## config.mk

```make
export PLATFORM = sky130hd
export DESIGN_NAME = srpt_header_arbiter
export DESIGN_NICKNAME = d
export VERILOG_FILES = /design/src/rtl/srpt_header_arbiter.sv
export SDC_FILE = /design/constraint.sdc
export NUM_CORES = 1
export LEC_CHECK = 0
export CELL_PAD_IN_SITES_DETAIL_PLACEMENT = 1
export CELL_PAD_IN_SITES_GLOBAL_PLACEMENT = 1
export CORE_AREA = 2 2 252 254
export DETAILED_ROUTE_END_ITERATION = 8
export DIE_AREA = 0 0 254 256
export PLACE_DENSITY = 0.8
export SYNTH_ARGS = -nofsm -noshare
export SYNTH_HDL_FRONTEND = slang
export SYNTH_SLANG_ARGS = --single-unit
export TNS_END_PERCENT = 1
```

## constraint.sdc

```tcl
create_clock -name ap_clk -period 3.8 [get_ports ap_clk]
set_clock_uncertainty 0.2 [all_clocks]
set_input_delay 0.76 -clock ap_clk [delete_from_list [all_inputs] [get_ports ap_clk]]
set_output_delay 0.76 -clock ap_clk [all_outputs]
set_load 0.01 [all_outputs]
```

## src/rtl/srpt_header_arbiter.sv

```systemverilog
// Weighted round-robin merge of NUM_SRC FWFT header FIFOs into one holding register that feeds the SRPT grant queue.
// Define SRPT_HEADER_ARB_STATS_EN to add per-source pop counters readable through stat_sel_i/stat_count_o.
module srpt_header_arbiter #(
    parameter int NUM_SRC = 4,
    parameter int DATA_W  = 125,
    parameter int BURST   = 2,
    parameter int SRC_W   = 2
) (
    input  logic                      ap_clk,
    input  logic                      ap_rst,
    input  logic [NUM_SRC-1:0]        src_empty_i,
    input  logic [NUM_SRC*DATA_W-1:0] src_data_i,
    output logic [NUM_SRC-1:0]        src_read_en_o,
    output logic                      header_in_empty_o,
    output logic [DATA_W-1:0]         header_in_data_o,
    output logic [SRC_W-1:0]          header_in_src_o,
    input  logic                      header_in_read_en_i
`ifdef SRPT_HEADER_ARB_STATS_EN
    ,
    input  logic [SRC_W-1:0]          stat_sel_i,
    output logic [31:0]               stat_count_o
`endif
);

    localparam int CNT_W = $clog2(BURST + 1);
    localparam logic [CNT_W-1:0]   BURST_C = CNT_W'(BURST);
    localparam logic [NUM_SRC-1:0] ONE_HOT0 = NUM_SRC'(1);

    logic              hold_valid_q, hold_valid_d;
    logic [DATA_W-1:0] hold_data_q, hold_data_d;
    logic [SRC_W-1:0]  hold_src_q, hold_src_d;
    logic [SRC_W-1:0]  cur_q, cur_d;
    logic [CNT_W-1:0]  burst_q, burst_d;

    logic              slot_free;
    logic              any_src;
    logic              take_cur;
    logic              do_pop;
    logic              scan_found;
    logic [SRC_W-1:0]  scan_pick;
    logic [SRC_W-1:0]  cand;
    logic [SRC_W-1:0]  pick;
    logic [DATA_W-1:0] pick_data;

    // Rotating scan starts just after cur and visits cur itself last.
    always_comb begin
        scan_pick  = cur_q;
        scan_found = 1'b0;
        cand       = '0;
        for (int k = 1; k <= NUM_SRC; k++) begin
            cand = SRC_W'((int'(cur_q) + k) % NUM_SRC);
            if (!scan_found && !src_empty_i[cand]) begin
                scan_found = 1'b1;
                scan_pick  = cand;
            end
        end
    end

    // burst_q==0 only after reset, meaning no source owns a burst yet.
    assign take_cur  = (burst_q != '0) && (burst_q < BURST_C) && !src_empty_i[cur_q];
    assign pick      = take_cur ? cur_q : scan_pick;
    assign any_src   = ~&src_empty_i;
    assign slot_free = !hold_valid_q || header_in_read_en_i;
    assign do_pop    = slot_free && any_src && !ap_rst;
    assign pick_data = src_data_i[int'(pick)*DATA_W +: DATA_W];

    assign src_read_en_o     = do_pop ? (ONE_HOT0 << pick) : '0;
    assign header_in_empty_o = !hold_valid_q;
    assign header_in_data_o  = hold_data_q;
    assign header_in_src_o   = hold_src_q;

    always_comb begin
        hold_valid_d = hold_valid_q;
        hold_data_d  = hold_data_q;
        hold_src_d   = hold_src_q;
        cur_d        = cur_q;
        burst_d      = burst_q;
        if (do_pop) begin
            hold_valid_d = 1'b1;
            hold_data_d  = pick_data;
            hold_src_d   = pick;
            if (pick == cur_q) begin
                if (burst_q < BURST_C) begin
                    burst_d = burst_q + CNT_W'(1);
                end
            end else begin
                cur_d   = pick;
                burst_d = CNT_W'(1);
            end
        end else if (hold_valid_q && header_in_read_en_i) begin
            hold_valid_d = 1'b0;
        end
    end

    always_ff @(posedge ap_clk) begin
        if (ap_rst) begin
            hold_valid_q <= 1'b0;
            hold_data_q  <= '0;
            hold_src_q   <= '0;
            cur_q        <= SRC_W'(NUM_SRC - 1);
            burst_q      <= '0;
        end else begin
            hold_valid_q <= hold_valid_d;
            hold_data_q  <= hold_data_d;
            hold_src_q   <= hold_src_d;
            cur_q        <= cur_d;
            burst_q      <= burst_d;
        end
    end

`ifdef SRPT_HEADER_ARB_STATS_EN
    logic [31:0] stat_cnt_q [NUM_SRC];
    logic [31:0] stat_count_q;

    always_ff @(posedge ap_clk) begin
        if (ap_rst) begin
            for (int i = 0; i < NUM_SRC; i++) begin
                stat_cnt_q[i] <= '0;
            end
            stat_count_q <= '0;
        end else begin
            for (int i = 0; i < NUM_SRC; i++) begin
                if (src_read_en_o[i]) begin
                    stat_cnt_q[i] <= stat_cnt_q[i] + 32'd1;
                end
            end
            stat_count_q <= stat_cnt_q[stat_sel_i];
        end
    end

    assign stat_count_o = stat_count_q;
`endif

endmodule

```

Word level (Yosys, flattened, before mapping)
Cells that the tools add are included.

word-level totals
  register bits = 132
  input port bits = 507
  output and inout bits = 132
  logic and storage cells = 68

operators by class
  add/sub/neg operators = 5
  multiply operators = 1
  $lt $le $gt $ge = 6
  eq/ne operators = 2
  shift operators = 2
  muxes and demuxes = 23
  bitwise operators = 1
  reduce and logical (&&, ||, !) cells = 23

operators with widths
  cell                 number
  $shiftx 500x10->125  1
  $lt 2x3->1 const B   5
  $mux 2               7
  $bmux 1 s2           5
  $mux 1               10
  $logic_not 1->1      9
  $mul 2x7->9 const B  1
  $logic_and 1x1->1    8
  $add 2x1->2 const B  3
  $add 2x2->2 const B  2
  $mux 4               1
  $reduce_and 2->1     2
  $reduce_and 4->1     1
  $reduce_bool 2->1    2
  $shl 1x2->4 const A  1
  $eq 2x2->1           1
  $lt 2x2->1 const B   1
  $ne 2x2->1 const B   1
  $logic_or 1x1->1     1
  $not 1->1            1

Longest topological paths before layout
  depth after elaboration = 16
  gate-level depth with buffers = 11
  gate-level depth less buffers = 8

Least setup slack after synthesis
OpenSTA, ideal clock, no wires.

  path type = in2out
  start point = input src_empty_i[0]
  end point = output src_read_en_o[2]
  arrival = 2299 ps
  data required time = 2840 ps
  setup slack = 541 ps
  stages on the path = 7
  buffers on the path = 1
  cell sequence = or3b_1 > a211oi_2 > nor2_1 > a31o_2 > nand2_2 > buf_1 > nor2_1

between the ends
  word-level cells in the longest chain between the ends = 14
  elaborated cells between the ends (all ways) = 34

ends and longest elaborated chain
  what                          line  source
  start, declared               11    input logic [NUM_SRC-1:0] src_empty_i,
  $bmux 1 s2                    52    if (!scan_found && !src_empty_i[cand]) begin
  $mux 1 (not written as such)  52
  $logic_not 1->1               52
  $logic_and 1x1->1             52
  $mux 1                        52
  $logic_not 1->1               52
  $logic_and 1x1->1             52
  $mux 1                        52
  $logic_not 1->1               52
  $logic_and 1x1->1             52
  $mux 2                        52
  $mux 2                        61    assign pick = take_cur ? cur_q : scan_pick;
  $shl 1x2->4                   67    assign src_read_en_o = do_pop ? (ONE_HOT0 << pick) : '0;
  $mux 4 (*)                    67
  end, declared                 13    output logic [NUM_SRC-1:0] src_read_en_o,

Every way passes the cells marked *; elsewhere a longest branch is shown, timed or not. The select of a mux whose other input is x is not followed.

Worst setup path after layout
  start point = input src_empty_i[1]
  end point = output src_read_en_o[1]

Same word-level chain as after synthesis.

==> impl_metrics.env <==
export IMPL_p_leak_nw=8.20
export IMPL_grt_first_pass_wirelength_um=114000
export IMPL_grt_total_usage_pct=22.2
export IMPL_setup_violations_final=0
export IMPL_ys_seq_area_share_pct=17.0
export IMPL_rows=92
export IMPL_slew_headroom_pct=20.4
export IMPL_vdd_drop_max_uv=696
export IMPL_design_area_um2=23600
export IMPL_pwr_share_comb_pct=73.5
export IMPL_clock_latency_ns=0.48
export IMPL_wl_per_cell_um=20.3
export IMPL_hold_class="reg -> reg"
export IMPL_drtIter0Drc=1234
export IMPL_synth_ff_type="dfxtp_1"
export IMPL_end_kind="output port"
export IMPL_antenna_found_initial=23
export IMPL_fill_cells=7770
export IMPL_hp_start="header_in_data_o[79]$_SDFFE_PP0P_"
export IMPL_placed_area_um2=22900
export IMPL_max_freq_ghz=0.273
export IMPL_ys_warn_count=0
export IMPL_synth_edf_count=0
export IMPL_fin_nets=3351
export IMPL_startpoint_type="input port"
export IMPL_gr_total_overflow=0
export IMPL_cts_sinks=132
export IMPL_grt_max_degree=316
export IMPL_drc=0
export IMPL_cp_cell_sequence="dlygate4sd2_1 -> buf_4 -> o2bb2ai_1 -> mux2_2 -> o41a_1 -> a31o_4 -> nand2b_1 -> nor2_1 -> dlygate4sd2_1"
export IMPL_syn_nets=2863
export IMPL_critPathMaxStageDelay_ns=0.34
export IMPL_synth_cell_types=43
export IMPL_layout_area_seq_um2=2650
export IMPL_hold_buffers=0
export IMPL_syn2layout_area_growth_pct=52.1
export IMPL_finalCriticalPeriod_ns=3.66
export IMPL_fin_tns_setup_ns=0
export IMPL_drv_cap=0
export IMPL_path_class="in -> out"
export IMPL_crit_start="src_empty_i[1]"
export IMPL_ios=639
export IMPL_dp_hpwl_um=54500
export IMPL_worst_slew_pin_slew_ns=1.19
export IMPL_cts_root_buf="clkbuf_16"
export IMPL_netlist_area_um2=15500
export IMPL_power_share_switching_pct=47.5
export IMPL_layout_drive_gt1_share_pct=5.88
export IMPL_grt_pass1_vias=19400
export IMPL_first_pass_iters=5
export IMPL_cts_tree="built"
export IMPL_p_per_area_nw_per_um2=719
export IMPL_arrival_ns=2.70
export IMPL_hold_viol=0
export IMPL_ys_ff_latch=132
export IMPL_via_per_inst=5.33
export IMPL_status="finished, final reports clean"
export IMPL_switching_power_mw=8.06
export IMPL_critPathRequiredTime_ns=2.84
export IMPL_cp_slowest_cell="o41a_1"
export IMPL_seqPwrFrac_pct=15.2
export IMPL_synthCells=2355
export IMPL_rr_startpoint="cur_q[0]$_SDFFE_PP1P_"
export IMPL_post_cts_buffers=0
export IMPL_cts_buffers_inserted=17
export IMPL_dieArea_um2=65000
export IMPL_path_max_fanout=5
export IMPL_avgSynthCellArea_um2=6.59
export IMPL_p_int_mw=8.90
export IMPL_ant_nets=0
export IMPL_dieHeight_um=256
export IMPL_finalWirelength_um=75500
export IMPL_multi_input_area_um2=11700
export IMPL_clkPwrFrac_pct=11.3
export IMPL_crit_top_cell="dlygate4sd2_1"
export IMPL_core_area_um2=62400
export IMPL_cts_max_level=4
export IMPL_clk_path_buf_depth=2
export IMPL_die_w_um=254
export IMPL_rsz0062_at_grt="false"
export IMPL_vias=19800
export IMPL_slew_viol_final=0
export IMPL_numPortBuffers=638
export IMPL_start_util_pct=24.9
export IMPL_async_flop_share_pct=0
export IMPL_place_gp_congestion=0.819
export IMPL_clkTransAtPathRegs_ns=0.06
export IMPL_fin_crit_sh_pct=96.4
[state kept, by name (all words and copies together) (netlist names)]
signal / cells
header_in_data_o: 125
burst_q: 2
cur_q: 2
header_in_src_o: 2
hold_valid_q: 1
[cells in the final DEF (no fill, tap or decap), drive strengths merged, types with 2 or more instances in the layout]
master / synthesis / routed
a311oi: 126 / 126
a21oi: 129 / 129
or3b: 3 / 3
a22oi: 125 / 125
clkdlybuf4s50: 0 / 630
mux2: 3 / 3
diode: 0 / 15
nand2b: 504 / 504
o2bb2ai: 2 / 2
nand3b: 2 / 2
a211oi: 254 / 254
o21a: 2 / 2
dlygate4sd2: 0 / 6
clkbuf: 171 / 20
o21ai: 129 / 129
xnor2: 2 / 2
nand2: 508 / 508
clkinvlp: 0 / 2
bufinv: 0 / 4
dfxtp: 132 / 132
buf: 108 / 110
nor3: 3 / 3
clkinv: 0 / 4
o211ai: 125 / 125
nor2: 12 / 12
inv: 4 / 6
[metal layers]
layer  GRT usage (%)  share of wire (%)  up-vias
met4            9.89                3.7       16
met1            26.3                 41     9541
met3            6.98                7.8      141
li1                -                  -     9513
met5               0               0.14        -
met2            36.5                 47      592
[synthesized netlist by cell type, drive strengths merged (3+ instances only)]
cell type | n | area [um^2]
a211oi | 254 | 1920
a21oi | 129 | 646
a22oi | 125 | 938
a311oi | 126 | 1120
buf | 108 | 612
clkbuf | 171 | 646
dfxtp | 132 | 2640
inv | 4 | 15.0
mux2 | 3 | 33.8
nand2 | 508 | 1920
nand2b | 504 | 3150
nor2 | 12 | 45.0
nor3 | 3 | 15.0
o211ai | 125 | 938
o21ai | 129 | 683
or3b | 3 | 26.3
[layout make-up]
type,count,area share (%)
inverter,4,0.0636
sequential,132,11.2
timing repair buffer,748,32.0
multi-input combinational,1940,49.4
clock buffer,19,1.92
antenna,15,0.159
clock inverter,12,0.753
tap,846,4.49
[power by group through the flow]
stage               Combinational [mW]  Clock (mW)  Sequential, mW
floorplan                         7.51           0            2.83
global placement                  12.2           0            2.60
detailed placement                12.5           0            2.61
CTS                               12.5        1.98            2.59
global route                      13.5        2.01            2.68
finish                            12.5        1.91            2.59
[cells by family after synthesis]
kind of cell             count (synthesis)  synth area share (%)
AND/OR/NAND/NOR                       1034                  33.4
AO/OA/AOI/OAI                          898                  40.8
buffers and inverters                  283                  8.20
flip-flops                             132                  17.0
multiplexers                             4                 0.282
XOR/XNOR                                 3                 0.169
adder cells (fa/ha/maj)                  1                0.0807
[critical path, delay by kind of cell]
family	cells	cell delay, ns
AOI/OAI and AO/OA	3	0.72
buffers and inverters	3	0.70
muxes	1	0.28
and+or+nand+nor	2	0.25
[worst paths after layout]
path / to / slack (ns) / cells after the start
min reg2reg: header_in_data_o[79]$_SDFFE_PP0P_ / 0.28 / 2
max reg2reg: header_in_data_o[107]$_SDFFE_PP0P_ / 0.60 / 6
max: src_read_en_o[1] / 0.14 / 9
min: header_in_data_o[79]$_SDFFE_PP0P_ / 0.28 / 2
[stage by stage]
step,cells,util [%],total power [mW],setup slack (ns),hold slack [ns]
4_1_cts,3701,37.8,17.1,0.00336,0.284
2_1_floorplan,2355,-,10.3,0.541,0.269
6_report,3716,37.8,17.0,0.137,0.278
3_5_place_dp,3670,36.7,15.1,-0.531,0.272
5_1_grt,3711,37.8,18.2,0.0264,0.308
3_3_place_gp,3670,36.7,14.8,-0.539,0.261
[what timing repair did]
action | CTS | global route
setup endpoints to repair | 4 | 1
pin swaps | 2 | 0
gates resized for setup | 11 | 2
Power figures use the tool's default switching activity.
